`config.mk`:
```
export PLATFORM = sky130hd
export DESIGN_NAME = cache_ctrl_dm
export DESIGN_NICKNAME = d
export VERILOG_FILES = /design/src/rtl/cache_ctrl_dm.sv
export SDC_FILE = /design/constraint.sdc
export NUM_CORES = 1
export LEC_CHECK = 0
export ABC_AREA = 0
export CAP_MARGIN = 30
export CORE_ASPECT_RATIO = 0.7
export CORE_MARGIN = 5
export CORE_UTILIZATION = 53
export DETAILED_ROUTE_END_ITERATION = 8
export GPL_TIMING_DRIVEN = 0
export PLACE_DENSITY = 0.76
export SYNTH_ARGS = -nofsm -noshare
export SYNTH_HDL_FRONTEND = slang
export SYNTH_SLANG_ARGS = --single-unit
```
`constraint.sdc`:
```
create_clock -name clk -period 3.75 [get_ports clk]
set_clock_uncertainty 0.2 [all_clocks]
set_input_delay 0.5625 -clock clk [delete_from_list [all_inputs] [get_ports clk]]
set_output_delay 0.5625 -clock clk [all_outputs]
set_load 0.02 [all_outputs]
```
`src/rtl/cache_ctrl_dm.sv`:
```
// rtl/cache_ctrl_dm.sv - direct-mapped 1-byte-line cache controller, write-through no-allocate
module cache_ctrl_dm #(
  parameter int LINES   = 16,
  parameter int TIMEOUT = 64
) (
  input  logic       clk,
  input  logic       rst,
  input  logic       cpu_req,
  input  logic       cpu_we,
  input  logic [7:0] cpu_addr,
  input  logic [7:0] cpu_wdata,
  output logic [7:0] cpu_rdata,
  output logic       cpu_ready,
  output logic       cpu_err,
  output logic       cpu_busy,
  output logic       bus_start,
  output logic       bus_write_op,
  output logic [7:0] bus_address,
  output logic [7:0] bus_data,
  input  logic [7:0] bus_rdata,
  input  logic       bus_finish,
  output logic [7:0] hit_count,
  output logic [7:0] miss_count
);

  localparam int IW = $clog2(LINES);
  localparam int TW = 8 - IW;
  localparam int CW = $clog2(TIMEOUT + 1);

  typedef enum logic [2:0] {IDLE, LOOKUP, RD_BUS, WR_BUS, RESP} state_t;

  state_t            state;
  logic              req_we;
  logic [7:0]        req_addr;
  logic [7:0]        req_wdata;
  logic [LINES-1:0]  valid;
  logic [TW-1:0]     tag_mem  [LINES];
  logic [7:0]        data_mem [LINES];
  logic [CW-1:0]     wait_cnt;

  logic [IW-1:0]     req_idx;
  logic [TW-1:0]     req_tag;
  logic              hit;
  logic              timed_out;
  logic              fill_we;
  logic              wr_hit_we;

  assign req_idx   = req_addr[IW-1:0];
  assign req_tag   = req_addr[7:IW];
  assign hit       = valid[req_idx] && (tag_mem[req_idx] == req_tag);
  assign timed_out = (wait_cnt == CW'(TIMEOUT - 1));
  assign fill_we   = (state == RD_BUS) && bus_finish;
  assign wr_hit_we = (state == LOOKUP) && req_we && hit;

  function automatic logic [7:0] sat_inc(input logic [7:0] v);
    return (v == 8'hFF) ? v : v + 8'd1;
  endfunction

  // Tag/data storage carries no reset; only the valid bits need clearing.
  always_ff @(posedge clk) begin
    if (fill_we) begin
      tag_mem[req_idx]  <= req_tag;
      data_mem[req_idx] <= bus_rdata;
    end else if (wr_hit_we) begin
      data_mem[req_idx] <= req_wdata;
    end
  end

  always_ff @(posedge clk or negedge rst) begin
    if (!rst) begin
      state        <= IDLE;
      req_we       <= 1'b0;
      req_addr     <= 8'h00;
      req_wdata    <= 8'h00;
      valid        <= '0;
      wait_cnt     <= '0;
      cpu_rdata    <= 8'h00;
      cpu_ready    <= 1'b0;
      cpu_err      <= 1'b0;
      cpu_busy     <= 1'b0;
      bus_start    <= 1'b0;
      bus_write_op <= 1'b0;
      bus_address  <= 8'h00;
      bus_data     <= 8'h00;
      hit_count    <= 8'h00;
      miss_count   <= 8'h00;
    end else begin
      cpu_ready <= 1'b0;
      cpu_err   <= 1'b0;
      bus_start <= 1'b0;
      case (state)
        IDLE: begin
          if (cpu_req) begin
            req_we    <= cpu_we;
            req_addr  <= cpu_addr;
            req_wdata <= cpu_wdata;
            cpu_busy  <= 1'b1;
            state     <= LOOKUP;
          end
        end
        LOOKUP: begin
          wait_cnt <= '0;
          if (!req_we && hit) begin
            cpu_rdata <= data_mem[req_idx];
            cpu_ready <= 1'b1;
            cpu_busy  <= 1'b0;
            hit_count <= sat_inc(hit_count);
            state     <= IDLE;
          end else begin
            if (hit) hit_count  <= sat_inc(hit_count);
            else     miss_count <= sat_inc(miss_count);
            bus_start    <= 1'b1;
            bus_write_op <= req_we;
            bus_address  <= req_addr;
            if (req_we) begin
              bus_data <= req_wdata;
              state    <= WR_BUS;
            end else begin
              state    <= RD_BUS;
            end
          end
        end
        RD_BUS, WR_BUS: begin
          if (bus_finish) begin
            wait_cnt <= '0;
            if (state == RD_BUS) begin
              valid[req_idx] <= 1'b1;
              state          <= RESP;
            end else begin
              cpu_ready <= 1'b1;
              cpu_busy  <= 1'b0;
              state     <= IDLE;
            end
          end else if (timed_out) begin
            wait_cnt  <= '0;
            cpu_ready <= 1'b1;
            cpu_err   <= 1'b1;
            cpu_busy  <= 1'b0;
            state     <= IDLE;
          end else begin
            wait_cnt <= wait_cnt + CW'(1);
          end
        end
        RESP: begin
          // Fill data was written into the line on the bus_finish edge.
          cpu_rdata <= data_mem[req_idx];
          cpu_ready <= 1'b1;
          cpu_busy  <= 1'b0;
          state     <= IDLE;
        end
        default: begin
          cpu_busy <= 1'b0;
          state    <= IDLE;
        end
      endcase
    end
  end

endmodule

```
==> flow_summary_export.csv <==
group,metric,value,unit
route,drc,0,
worst_setup_path,start_kind,"flop",
clock_tree,numCtsBuffers,25,
clock_tree,cts_tree,"built",
timing,min_period_over_period,98.68,%
global_route,grt_pass1_wl,39820,um
power_and_ir_drop,p_per_area,771.4,nW/um^2
route,drtIter0Drc,761,
floorplanning,num_rows,44,
final_layout,nFillCells,1308,
clock_tree,cts-root-buf,"clkbuf_16",
place,place_inst,1001,
floorplanning,die_width,184.5,um
timing,hold_ws,0.2641,ns
timing,finalHoldViolCount,0,
global_route,grt_start_max_net_pins,70,
synth,synth_cells,635,
global_route,grt_pass1_vias,6697,
timing,tightest_slew,1.177,ns
synth,synth_area,11300,um^2
floorplanning,fp.coreArea,20870,um^2
place,port_buffers,73,
clock_tree,cts_buffer_depth,3,
final_layout,utilization,66.56,%
final_layout,nNetsFinal,800,
place,hpwl,17140,um
job,maxCapViolCount,0,
synth,synth_edf_count,192,
timing,period_minus_slack,3.701,ns
timing,relSlewSlack,20.44,%
worst_setup_path,crit_type,"flop to flop",
power_and_ir_drop,vdd_ir_drop_max,593.6,uV
worst_setup_path,cp-end-kind,"flop",
power_and_ir_drop,leakagePower,5.111,nW
status,status,"finished, final reports clean",
final_layout,antenna_cells,0,
worst_setup_path,required,3.79,ns
place,pre_cts_ws,-0.7685,ns
synth,synth.yosys.warnings,0,
global_route,antenna_found_initial,0,
clock_tree,htree_levels,1,
route,wl_per_cell,24.85,um
clock_tree,cts_sinks,280,
floorplanning,ios,74,
route,dr.pass1.iters,7,
synth,synthArstFlopShare,31.43,%
global_route,overflow,0,
place,gp_congestion,0.8418,
final_layout,syn2layout_area_growth,22.94,%
clock_tree,clock_latency,0.53,ns
timing,fin_ws,0.04933,ns
synth,ys_seq_area_share,70.54,%
floorplanning,die_area,24380,um^2
min_path,hp-class,"input port to async pin",
synth,post_synth.cell_area_avg,17.79,um^2
timing,fmaxAchievable,270.2,MHz
route,ant_nets,0,
synth,ys.flop_type,"edfxtp_1",
synth,synth_nets,667,
worst_setup_path,critPathArrivalTime,3.74,ns
final_layout,drive_gt1_share,30.50,%
worst_setup_path,reg2reg_slack,0.05,ns
timing,slew_viol_final,0,
final_layout,instances_no_fill,1063,
route,via_count,6474,
floorplanning,die_h,132.1,um
synth,synth-seq-cells,280,
timing,setup_viol,0,
floorplanning,initial_utilization,54.14,%
route,post_drt_via_cell_ratio,6.090,
worst_setup_path,critPathMaxFanout,10,
route,routed_wl,26410,um
synth,synthDistinctLibCells,50,
clock_tree,clk_pin_slew_worst_paths,0.07,ns
global_route,track_usage,21.30,%
area by class of cell:
class | count | area, um^2 | share of cell area [%]
well taps | 276 | 345.3 | 2.487
multi-input cells | 322 | 3468 | 24.98
plain buffers | 34 | 193.9 | 1.397
clock buffers | 36 | 768.2 | 5.532
clock inverters | 10 | 138.9 | 1.000
repair buffers | 102 | 992.2 | 7.145
inverters | 3 | 11.26 | 0.08109
flip-flops and latches | 280 | 7969 | 57.38
cells in the mapped netlist, types with 3 or more instances:
cell      number  area (um^2)
a21oi_1        4        20.02
a31oi_1        3        18.77
and3_1         4        25.02
buf_1          5        18.77
buf_2          7        35.03
clkbuf_1      20        75.07
dfrtp_1       88         2202
edfxtp_1     192         5766
ha_1           3        37.54
inv_1          3        11.26
mux2_2        46        518.0
mux4_1         9        236.5
mux4_2        52         1171
nand2_1       43        161.4
nand2b_1       7        43.79
nand3_1        9        45.04
nand3b_1       4        30.03
nand4_1        6        37.54
nor2_1        24        90.09
nor2b_1        6        37.54
nor3_1        15        75.07
nor3b_1        3        22.52
nor4_1        10        62.56
nor4b_1        3        26.28
o21ai_0       10        50.05
or2_2         19        118.9
xnor2_1        7        61.31
xor2_1         7        61.31
layer usage:
layer / track usage (%) / routed length [um] / up-vias
met5: 0 / 0 / -
met4: 4.146 / 499 / 0
met3: 4.771 / 2493 / 42
met2: 32.83 / 12350 / 317
met1: 32.03 / 11070 / 3358
li1: - / - / 2757
registers in the layout (all words and copies together) (netlist names), 7 cells and up:
name         cells
bus_address      8
bus_data         8
cpu_rdata        8
data_mem       128
hit_count        8
miss_count       8
req_addr         8
req_wdata        8
tag_mem         64
valid           16
wait_cnt         7
metrics by stage:
stage	TNS [ns]	total power, mW	area, um^2
global route	-0.8055	11.18	13890
floorplan	-2.143	6.419	11300
CTS	-12.78	10.52	13690
global placement	-239.29	7.509	12370
detailed placement	-81.51	7.673	12520
finish	0	10.71	13890
kinds of logic after synthesis:
family          Yosys count  synth area share, %
buf+inv                  38                1.573
fa+ha+maj                 3               0.3323
flops                   280                70.54
xor+xnor                 14                1.086
simple gates            160                7.410
mux                     108                17.14
compound gates           32                1.927
path summary, 6_finish.rpt:
path,start,end,depth (start not counted)
max,req_addr[0],data_mem[13][5],11
min,rst,wait_cnt[6],2
max reg2reg,req_addr[0],data_mem[13][5],11
min reg2reg,valid[3],valid[3],1
max in group asynchronous,rst,req_addr[3],3
min in group clk,valid[3],valid[3],1
power by group:
part / switching, mW / total, mW / internal, mW / leakage, nW
logic: 1.92 / 3.65 / 1.72 / 1.82
registers: 0.447 / 4.31 / 3.87 / 2.84
clock network: 1.11 / 2.75 / 1.64 / 0.448
total: 3.48 / 10.7 / 7.23 / 5.11
cells in the final DEF, fill, tap and decap left out, types with 4 or more instances in the layout:
master	n
clkdlybuf4s50_1	72
mux4_1	7
or2_2	19
mux4_2	54
clkbuf_16	26
nor2b_1	6
nand3b_1	4
nand2_1	43
buf_2	6
buf_4	21
and3_1	4
nor3_4	10
clkbuf_8	8
nand2b_1	6
xor2_1	7
mux2_4	11
mux2_2	40
edfxtp_1	192
nor4_1	4
a21oi_1	4
clkbuf_1	18
nand3_1	9
buf_6	10
xnor2_1	7
nor2_1	24
buf_1	4
nand4_1	6
o21ai_0	10
dfrtp_1	87
worst max-delay path: stages (launching register included):
cell and delay (ns):
dfrtp_1 0.34, buf_6 0.14, buf_12 0.16, mux4_2 0.55, mux4_2 0.49, xnor2_1 0.16, and4b_2 0.35, nand2b_4 0.08
o21ba_4 0.27, buf_8 0.19, nor3_2 0.27, buf_6 0.20
timing repair:
action                                  in CTS  in global routing
gates resized for setup                     45                 32
setup buffers                                9                  2
endpoints found under the setup margin     263                274
hold buffers                                 1                  0
hold endpoints to repair                    19                  0
gates cloned                                 0                  5
pin swaps                                    7                  5
No activity file was read; power rests on OpenSTA's default activity.
